### src/rtl/prtc_host_xfer.sv
// rtl/prtc_host_xfer.sv - Non-CPU initiator for single-byte PRTC BRAM and clock-byte transfers
//
// Ports:
//   CLK_14M     in   system clock
//   reset_n     in   asynchronous active-low reset
//   cen         in   clock enable shared with the prtc; strobes only on cen=1
//   req         in   start request, sampled in IDLE only
//   op[1:0]     in   0=BRAM rd, 1=BRAM wr, 2=clock rd, 3=clock wr
//   index[7:0]  in   BRAM address, or clock byte number in [1:0]
//   wdata[7:0]  in   write data
//   busy        out  accept .. ack cycle inclusive
//   ack         out  one-cycle completion pulse
//   rdata[7:0]  out  read result, valid at ack, held until next read capture
//   rtc_addr    out  0=C033 (DATA), 1=C034 (CTL)
//   rtc_rw      out  1=read, 0=write
//   rtc_din     out  byte presented to the prtc
//   rtc_strobe  out  transaction strobe
//   rtc_dout    in   prtc registered read data

module prtc_host_xfer #(
    parameter int unsigned SETUP_CYCLES = 1
) (
    input  logic       CLK_14M,
    input  logic       reset_n,
    input  logic       cen,
    input  logic       req,
    input  logic [1:0] op,
    input  logic [7:0] index,
    input  logic [7:0] wdata,
    output logic       busy,
    output logic       ack,
    output logic [7:0] rdata,
    output logic       rtc_addr,
    output logic       rtc_rw,
    output logic [7:0] rtc_din,
    output logic       rtc_strobe,
    input  logic [7:0] rtc_dout
);

    typedef enum logic [2:0] {
        ST_IDLE,
        ST_W33,
        ST_SETUP,
        ST_WAIT,
        ST_R33A,
        ST_R33B,
        ST_DONE
    } state_t;

    localparam logic [3:0] SETUP_LAST = 4'(SETUP_CYCLES - 1);

    state_t     state_q, state_d;
    logic [1:0] op_q, op_d;
    logic [7:0] index_q, index_d;
    logic [7:0] wdata_q, wdata_d;
    // Segment of the command sequence: 0 = first command byte,
    // 1 = BRAM second address byte, 2 = data / final strobe.
    logic [1:0] seg_q, seg_d;
    logic [3:0] cnt_q, cnt_d;
    logic [7:0] rdata_q, rdata_d;

    logic       is_rd;
    logic       is_bram;
    logic [7:0] ctl_byte;
    logic [7:0] seg_byte;
    logic [1:0] seg_next;

    assign is_rd    = ~op_q[0];
    assign is_bram  = ~op_q[1];
    assign ctl_byte = {1'b1, is_rd, 6'b000000};
    assign seg_next = (seg_q == 2'd0 && is_bram) ? 2'd1 : 2'd2;
    assign rdata    = rdata_q;

    always_comb begin
        seg_byte = wdata_q;
        case (seg_q)
            2'd0:    seg_byte = is_bram ? {is_rd, 4'b0111, index_q[7:5]}
                                        : {is_rd, 3'b000, index_q[1:0], 2'b01};
            2'd1:    seg_byte = {1'b0, index_q[4:0], 2'b00};
            default: seg_byte = wdata_q;
        endcase
    end

    always_ff @(posedge CLK_14M or negedge reset_n) begin
        if (!reset_n) begin
            state_q <= ST_IDLE;
            op_q    <= 2'd0;
            index_q <= 8'd0;
            wdata_q <= 8'd0;
            seg_q   <= 2'd0;
            cnt_q   <= 4'd0;
            rdata_q <= 8'd0;
        end else begin
            state_q <= state_d;
            op_q    <= op_d;
            index_q <= index_d;
            wdata_q <= wdata_d;
            seg_q   <= seg_d;
            cnt_q   <= cnt_d;
            rdata_q <= rdata_d;
        end
    end

    always_comb begin
        state_d    = state_q;
        op_d       = op_q;
        index_d    = index_q;
        wdata_d    = wdata_q;
        seg_d      = seg_q;
        cnt_d      = cnt_q;
        rdata_d    = rdata_q;
        busy       = (state_q != ST_IDLE);
        ack        = 1'b0;
        rtc_addr   = 1'b0;
        rtc_rw     = 1'b1;
        rtc_din    = 8'h00;
        rtc_strobe = 1'b0;

        case (state_q)
            ST_IDLE: begin
                if (req) begin
                    op_d    = op;
                    index_d = index;
                    wdata_d = wdata;
                    seg_d   = 2'd0;
                    state_d = ST_W33;
                end
            end
            ST_W33: begin
                rtc_rw  = 1'b0;
                rtc_din = seg_byte;
                cnt_d   = 4'd0;
                state_d = ST_SETUP;
            end
            ST_SETUP: begin
                rtc_addr = 1'b1;
                rtc_rw   = 1'b0;
                rtc_din  = ctl_byte;
                if (cnt_q == SETUP_LAST) begin
                    state_d = ST_WAIT;
                end else begin
                    cnt_d = cnt_q + 4'd1;
                end
            end
            ST_WAIT: begin
                rtc_addr = 1'b1;
                rtc_rw   = 1'b0;
                rtc_din  = ctl_byte;
                // Leaving this state on the strobe cycle guarantees one strobe per S34.
                if (cen) begin
                    rtc_strobe = 1'b1;
                    if (seg_q == 2'd2) begin
                        state_d = is_rd ? ST_R33A : ST_DONE;
                    end else begin
                        seg_d = seg_next;
                        // Reads have no data byte: the final CTL strobe follows directly.
                        if (seg_next == 2'd2 && is_rd) begin
                            cnt_d   = 4'd0;
                            state_d = ST_SETUP;
                        end else begin
                            state_d = ST_W33;
                        end
                    end
                end
            end
            ST_R33A: begin
                state_d = ST_R33B;
            end
            ST_R33B: begin
                rdata_d = rtc_dout;
                state_d = ST_DONE;
            end
            ST_DONE: begin
                ack     = 1'b1;
                state_d = ST_IDLE;
            end
            default: begin
                state_d = ST_IDLE;
            end
        endcase
    end

endmodule

### config.mk
export PLATFORM = sky130hd
export DESIGN_NAME = prtc_host_xfer
export DESIGN_NICKNAME = d
export VERILOG_FILES = /design/src/rtl/prtc_host_xfer.sv
export SDC_FILE = /design/constraint.sdc
export NUM_CORES = 1
export LEC_CHECK = 0
export BUFFER_PORTS_ARGS = -buffer_cell sky130_fd_sc_hd__buf_2
export CAP_MARGIN = 0
export CORE_MARGIN = 5
export CORE_UTILIZATION = 45
export CTS_BUF_LIST = sky130_fd_sc_hd__clkbuf_4 sky130_fd_sc_hd__clkbuf_8 sky130_fd_sc_hd__clkbuf_16
export DETAILED_ROUTE_END_ITERATION = 8
export GPL_ROUTABILITY_DRIVEN = 0
export PLACE_DENSITY = 0.81
export SYNTH_ARGS = -nofsm -noshare
export SYNTH_HDL_FRONTEND = slang
export SYNTH_SLANG_ARGS = --single-unit
### constraint.sdc
create_clock -name CLK_14M -period 1.6 [get_ports CLK_14M]
set_clock_uncertainty 0.05 [all_clocks]
set_input_delay 0.08 -clock CLK_14M [delete_from_list [all_inputs] [get_ports CLK_14M]]
set_output_delay 0.08 -clock CLK_14M [all_outputs]
set_load 0.02 [all_outputs]
==> results by group, run 1 <==
Final layout
  – Final core occ: 0.724
  – ANT cells: 0
  – Layout cells sized above 1: 0.494
  – Final net count: 278
  – Area Growth Syn to Fin: 54.6%

Synth
  – Netlist cell types: 38
  – Synth top area share: 0.507
  – Multiplexer share of the synthesized area: 0.176
  – Cell taking the most area after synthesis: dfrtp_1
  – Syn_nets: around 190
  – Syn_area_per_cell: 11.3 um^2
  – Area contributors post-synth: dfrtp_1 (51%), mux2_1 (15%), a21oi_1 (3.5%)
  – Largest family of logic cells by synthesized area: multiplexers
  – Compound-cell area share of the yosys netlist: 0.122
  – Synth warn: 0
  – Syn Inst Count: approximately 150
  – Post-Synth Adder-Cell Area: 0.0145
  – Synth Area in XOR/XNOR: 0
  – FF+latch count, synth: 35
  – Seq/Total Area, Yosys: 0.507
  – Synth Cell Area: 1730 um^2
  – Post-Synth Simple-Gate Area: 0.130

Timing
  – Final Hold Viols: 0
  – Slew @ Worst Pin: around 0.77 ns
  – Fmax: approximately 620 MHz
  – Final WS setup: -0.00660 ns
  – Slew Viols, Final: 0
  – Final setup vio count: 1
  – Slew HR: 0.489
  – Min cycle time layout: 1.61 ns
  – Setup total negative slack: -0.00660 ns
  – RSZ-0062 raised after global routing: true
  – Tcrit/Tclk final: 1.00

Worst setup path
  – WP data arrival: roughly 1.7 ns
  – Flop2flop setup slack: -0.007 ns
  – Register-to-Register Path Depth: 4
  – Crit. End Element: register
  – Max FO, Critical Path: 10
  – R2r endpoint: op_q[0]$_DFFE_PN0P_
  – Reg-to-Reg Start: state_q[1]$_DFFE_PN0P_
  – Required @ worst endpoint: around 1.7 ns
  – WS Path Type: register to register
  – Crit path launch type: register

Floorplanning
  – Site Rows: 22
  – Die Ht: a little over 70 um
  – Initial Util: 0.468
  – Core ar.: about 3700 um^2
  – Io pins: 51
  – Die width: ~72 um
  – Die area: around 5200 um^2

Hold path
  – HP Class: primary input to register
  – HP Start: req
  – Worst Hold End: state_q[0]$_DFFE_PN0P_
  – Hold depth: 3

Routing
  – Residual DRC: 0
  – DR vias/cell: between 5 and 6
  – Via Count: between 1500 and 2000
  – WL final: just over 5000 um
  – Starting DRC count in detailed routing: between 80 and 90
  – Wire per inst: about 17 um
  – First-pass DRT Iterations: 4
  – Routed Antenna Nets: 0

GRT
  – Largest net degree at the start of global routing: 36
  – Number of global-route vias before repair: approximately 1600
  – First-pass GRT wire length: roughly 7400 um
  – Initial antenna violation count: 0
  – All-Layer GR Usage: 0.183
  – Total congestion overflow: 0

CTS
  – H-tree depth: 2
  – CTS max path bufs: 2
  – Clock sinks: 35
  – Num CTS Buffers: 5
  – CTS clk-pin slew, worst paths: approximately 0.070 ns
  – Clk_lat worst skew: 0.29 ns
  – CTS tree: built
  – CTS root buffer: clkbuf_8

Placement
  – Port Buffers: 50
  – Post-DP HPWL: 2770 um

Pwr
  – Max VDD drop: 0.00109 V
  – Power per Cell Area: about 1900 nW/um^2
  – Leakage: ~1.2 nW

Run status
  – Violated checks: negative setup slack
  – Outcome: finished with violations

Run
  – Max cap viols: 0
-- cell type report --
class,instances,area (um^2)
multi-input cells,104,925
flip-flops and latches,35,878
clock buffers,5,68.8
well taps,48,60.1
fillers,259,1020
clock inverters,1,7.51
repair buffers,93,702
inverters,7,28.8
-- critical path: stages (launching register included) --
cell and delay [ns]:
dfrtp_1 0.38, or3_4 0.42, nor2_8 0.14, buf_12 0.16, mux2_1 0.34
-- cell usage in the layout (no fill, tap or decap), types with 2 or more instances in the layout --
cell	instances
a211oi_1	2
a21oi_1	8
a21oi_2	4
a31oi_1	2
a41oi_1	2
buf_2	42
buf_4	19
buf_6	3
clkbuf_8	5
dfrtp_1	33
dfrtp_2	2
dlygate4sd3_1	27
inv_1	3
inv_2	3
mux2_1	5
mux2_2	4
mux2_4	18
nand2_1	7
nand2b_1	3
nand3_1	3
nor2_1	7
nor2_2	2
nor2_4	2
nor3_1	2
nor3_2	3
o21ai_0	2
o21ai_1	4
or3_1	2
-- cell usage after synthesis (all sizes together) --
| library cell | n |
|---|---|
| a41oi | 2 |
| clkbuf | 2 |
| o22ai | 2 |
| o2bb2ai | 1 |
| ha | 2 |
| a21oi | 13 |
| nand3b | 1 |
| a31oi | 2 |
| o31ai | 1 |
| nor2b | 2 |
| or3b | 1 |
| and2 | 1 |
| nor2 | 12 |
| o32ai | 1 |
| nand2 | 8 |
| a211o | 1 |
| a311oi | 1 |
| nand3 | 3 |
| or3 | 3 |
| and3 | 1 |
| nor3 | 5 |
| o21a | 1 |
| a211oi | 2 |
| buf | 5 |
| mux2 | 27 |
| o21ai | 7 |
| dfrtp | 35 |
| nand2b | 4 |
| inv | 7 |
-- state kept, by name, indices dropped and copies added, names as in the netlist --
register,cells
cnt_q,4
index_q,8
op_q,2
rdata,8
seg_q,2
state_q,3
wdata_q,8
-- layer usage --
layer / share of wire / global-route usage / up-vias / wire, um
li1: - / - / 732 / -
met1: 0.39 / 0.209 / 788 / 1990
met2: 0.54 / 0.323 / 51 / 2740
met3: 0.051 / 0.0540 / 8 / 256
met4: 0.016 / 0.0689 / 0 / 82
met5: 0 / 0 / - / 0
-- cells by family (layout without fill, tap and decap cells) --
group | after synthesis | count (layout)
compound gates | 34 | 34
fa+ha+maj | 2 | 2
buf+inv | 14 | 106
flops | 35 | 35
mux | 27 | 27
simple gates | 41 | 41
-- repair_timing --
item                       CTS  global route
pin swaps                    8             7
buffers inserted             3             1
hold endpoints to repair    61             0
hold buffers                27             0
cloned                       0             1
resized for setup           24            32
setup endpoints to repair   27            31
-- worst max path at each step --
| stage | startpoint | end | cells after the start |
|---|---|---|---|
| 2_1_floorplan | state_q[2]$_DFFE_PN0P_ | op_q[0]$_DFFE_PN0P_ | 5 |
| 3_3_place_gp | state_q[0]$_DFFE_PN0P_ | wdata_q[3]$_DFFE_PN0P_ | 3 |
| 3_5_place_dp | state_q[0]$_DFFE_PN0P_ | wdata_q[0]$_DFFE_PN0P_ | 3 |
| 4_1_cts | state_q[1]$_DFFE_PN0P_ | wdata_q[2]$_DFFE_PN0P_ | 4 |
| 5_1_grt | seg_q[1]$_DFFE_PN0P_ | rtc_din[6] | 6 |
| 6_report | state_q[1]$_DFFE_PN0P_ | op_q[0]$_DFFE_PN0P_ | 4 |
-- report_power, final --
group | switching, W | internal [W] | total (W)
Sequential | 0.000323 | 0.00133 | 0.00165
Clock | 0.000320 | 0.000289 | 0.000609
Combinational | 0.00136 | 0.00132 | 0.00268
Total | 0.00201 | 0.00294 | 0.00494
-- metrics by stage --
step / worst slack, ns / hold WS (ns) / total power [W] / std cells / instance area [um^2]
2_1_floorplan: -0.0158 / -0.266 / 0.00293 / 153 / 1730
6_report: -0.00660 / 0.0496 / 0.00494 / 293 / 2670
4_1_cts: -0.00285 / 0.0432 / 0.00445 / 291 / 2520
5_1_grt: -0.0624 / 0.118 / 0.00522 / 293 / 2670
3_3_place_gp: 0.00547 / 0.143 / 0.00349 / 255 / 2060
3_5_place_dp: -0.0342 / 0.153 / 0.00356 / 255 / 2060
(Power assumes the default switching activity.)
==> run 2: changes to the inputs <==
--- a/config.mk
+++ b/config.mk
@@ -12,7 +12,7 @@
 export CTS_BUF_LIST = sky130_fd_sc_hd__clkbuf_4 sky130_fd_sc_hd__clkbuf_8 sky130_fd_sc_hd__clkbuf_16
 export DETAILED_ROUTE_END_ITERATION = 8
 export GPL_ROUTABILITY_DRIVEN = 0
-export PLACE_DENSITY = 0.81
+export PLACE_DENSITY = 0.78
 export SYNTH_ARGS = -nofsm -noshare
 export SYNTH_HDL_FRONTEND = slang
 export SYNTH_SLANG_ARGS = --single-unit
==> constraint.sdc (replaced) <==
create_clock -name CLK_14M -period 1.8 [get_ports CLK_14M]
set_clock_uncertainty 0.05 [all_clocks]
set_input_delay 0.18 -clock CLK_14M [delete_from_list [all_inputs] [get_ports CLK_14M]]
set_output_delay 0.18 -clock CLK_14M [all_outputs]
set_load 0.02 [all_outputs]
==> run 2 against run 1 <==
The flow now finishes without violations. Total power fell by 22%. Sequential power is 12% lower. Flip-flop and latch count stayed put. Wire length is 26% lower. Worst setup slack better by 0.075 ns. First-iteration DRC count decreased by 39%. Clock power increased by 4.8%. Critical path depth increased by 1. Critical endpoint is now rtc_din[6]. Highest routed layer unchanged.
==> results by group, run 2 (same netlist as run 1, synthesis figures left out) <==
Run status
  – Outcome: finished clean

Final layout
  – Commonest cells after routing, fill and taps aside: buf_2 (48), dfrtp_1 (33), mux2_1 (23)
  – Post-route non-filler standard cell count: roughly 270
  – ANT cells: 0
  – Final net count: about 250
  – Final core occ: 0.599
  – Layout fillers: 325
  – Area Growth Syn to Fin: 27.9%
  – Commonest non-fill, non-tap cell in the layout: buf_2
  – Layout cells sized above 1: 0.394

CTS
  – CTS clk-pin slew, worst paths: roughly 0.07 ns
  – CTS max path bufs: 2
  – H-tree depth: 2
  – Num CTS Buffers: 5
  – CTS root buffer: clkbuf_8
  – CTS tree: built
  – Clk_lat worst skew: 0.29 ns
  – Clock sinks: 35

Pwr
  – Power share of the clock group: 0.165
  – Sw Ratio: 0.392
  – Total power: 0.00386 W
  – Power per Cell Area: 1750 nW/um^2
  – Leakage: between 1 and 1.5 nW
  – Combinational power share: 0.459
  – Max VDD drop: between 0.0009 and 0.001 V
  – Internal: around 0.0024 W
  – Sw Pwr: 0.00151 W
  – Fraction of power consumed by sequential logic: 0.376

Routing
  – Routed wl met2: ~2000 um
  – First-pass DRT Iterations: 4
  – Via Count: 1396
  – Residual DRC: 0
  – DR vias/cell: 5.25
  – WL final: ~3800 um
  – Met3 wire length: roughly 230 um
  – Routed Antenna Nets: 0
  – Top layer in use: met4
  – Wire per inst: ~14 um
  – Starting DRC count in detailed routing: 54
  – Met1 WL: about 1500 um

Worst setup path
  – Reg-to-Reg Start: cnt_q[1]$_DFFE_PN0P_
  – Required @ worst endpoint: ~1.6 ns
  – Flop2flop setup slack: 0.12 ns
  – Crit. End Element: output port
  – WS Path Type: register to output port
  – Crit path launch type: register
  – R2r endpoint: cnt_q[2]$_DFFE_PN0P_
  – WP data arrival: approximately 1.5 ns
  – Max FO, Critical Path: 8
  – Register-to-Register Path Depth: 6

Timing
  – Slew @ Worst Pin: ~0.76 ns
  – Fmax: 578 MHz
  – Setup total negative slack: 0 ns
  – Min Hold Slack: between 0.05 and 0.06 ns
  – Tcrit/Tclk final: 0.962
  – Final setup vio count: 0
  – Final Hold Viols: 0
  – Slew HR: 0.490
  – Min cycle time layout: 1.73 ns
  – Slew Viols, Final: 0

Floorplanning
  – Initial Util: 0.468
  – Io pins: 51
  – Die width: just over 70 um
  – Die Ht: about 70 um
  – Die area: a little over 5000 um^2
  – Site Rows: 22
  – Core ar.: 3690 um^2

Placement
  – Post-DP HPWL: 2710 um
  – DP Cell Count: about 250
  – Port Buffers: 50

Hold path
  – Worst Hold End: rdata[0]$_DFFE_PN0P_
  – Hold depth: 2
  – HP Class: primary input to register
  – HP Start: rtc_dout[0]

GRT
  – Number of global-route vias before repair: ~1300
  – Largest net degree at the start of global routing: 36
  – Initial antenna violation count: 0
  – First-pass GRT wire length: 5840 um
  – Total congestion overflow: 0
  – All-Layer GR Usage: 0.144

Run
  – Max cap viols: 0
-- run 2: changes by cell type in the layout (fill, tap and decap cells not counted), moves of 3 or more --
cell and change:
a21oi_1 +4, a21oi_2 -3, buf_2 +6, buf_4 -4, buf_6 -3, dlygate4sd3_1 -26, mux2_1 +18, mux2_4 -18
nor2_1 +3
-- run 2: worst max-delay path, stage by stage, from the launching register on --
cell and delay, ns:
dfrtp_1 0.35, buf_4 0.14, nand2b_1 0.15, buf_4 0.20
o22ai_1 0.17, buf_2 0.20
-- run 2: repair_timing --
item                                    in CTS  in global routing
pin swaps                                    0                  3
endpoints found under the setup margin       3                  6
cloned                                       0                  0
hold buffers                                 1                  0
hold endpoints to repair                    35                  0
setup buffers                                0                  6
gates resized for setup                      2                  5
-- run 2: power by group through the flow --
| stage | combinational (W) | clock, W | sequential (W) |
|---|---|---|---|
| 2_1_floorplan | 0.00110 | 0 | 0.00150 |
| 3_3_place_gp | 0.00162 | 0 | 0.00146 |
| 3_5_place_dp | 0.00165 | 0 | 0.00147 |
| 4_1_cts | 0.00166 | 0.000650 | 0.00147 |
| 5_1_grt | 0.00195 | 0.000677 | 0.00150 |
| 6_report | 0.00177 | 0.000638 | 0.00145 |
-- run 2: cell type report --
cell class	count	area, um^2	share of cell area
tap	48	60.1	0.0272
clock buffer	8	104	0.0470
timing repair buffer	64	363	0.164
inverter	7	26.3	0.0119
sequential	35	878	0.398
multi-input combinational	104	777	0.352
-- run 2: metal layers --
| metal | up-vias | global-route usage |
|---|---|---|
| met3 | 7 | 0.0443 |
| li1 | 671 | - |
| met2 | 40 | 0.246 |
| met4 | 0 | 0.0438 |
| met1 | 678 | 0.174 |
| met5 | - | 0 |
-- run 2: how the worst max path moves through the flow --
stage                                      start                     end  cells past startpoint
after global routing      state_q[0]$_DFFE_PN0P_              rtc_strobe                      4
final                     state_q[1]$_DFFE_PN0P_              rtc_din[6]                      5
after CTS                 state_q[2]$_DFFE_PN0P_              rtc_din[5]                      5
after global placement    state_q[2]$_DFFE_PN0P_  wdata_q[4]$_DFFE_PN0P_                      3
after floorplan           state_q[2]$_DFFE_PN0P_     op_q[0]$_DFFE_PN0P_                      5
after detailed placement    cnt_q[1]$_DFFE_PN0P_    cnt_q[2]$_DFFE_PN0P_                      6
-- run 2: per-stage QoR --
stage	area, um^2	worst slack (ns)
final	2210	0.0686
after global routing	2210	-0.0236
after CTS	2150	0.00579
after detailed placement	2030	0.147
after global placement	2030	0.185
after floorplan	1730	0.130
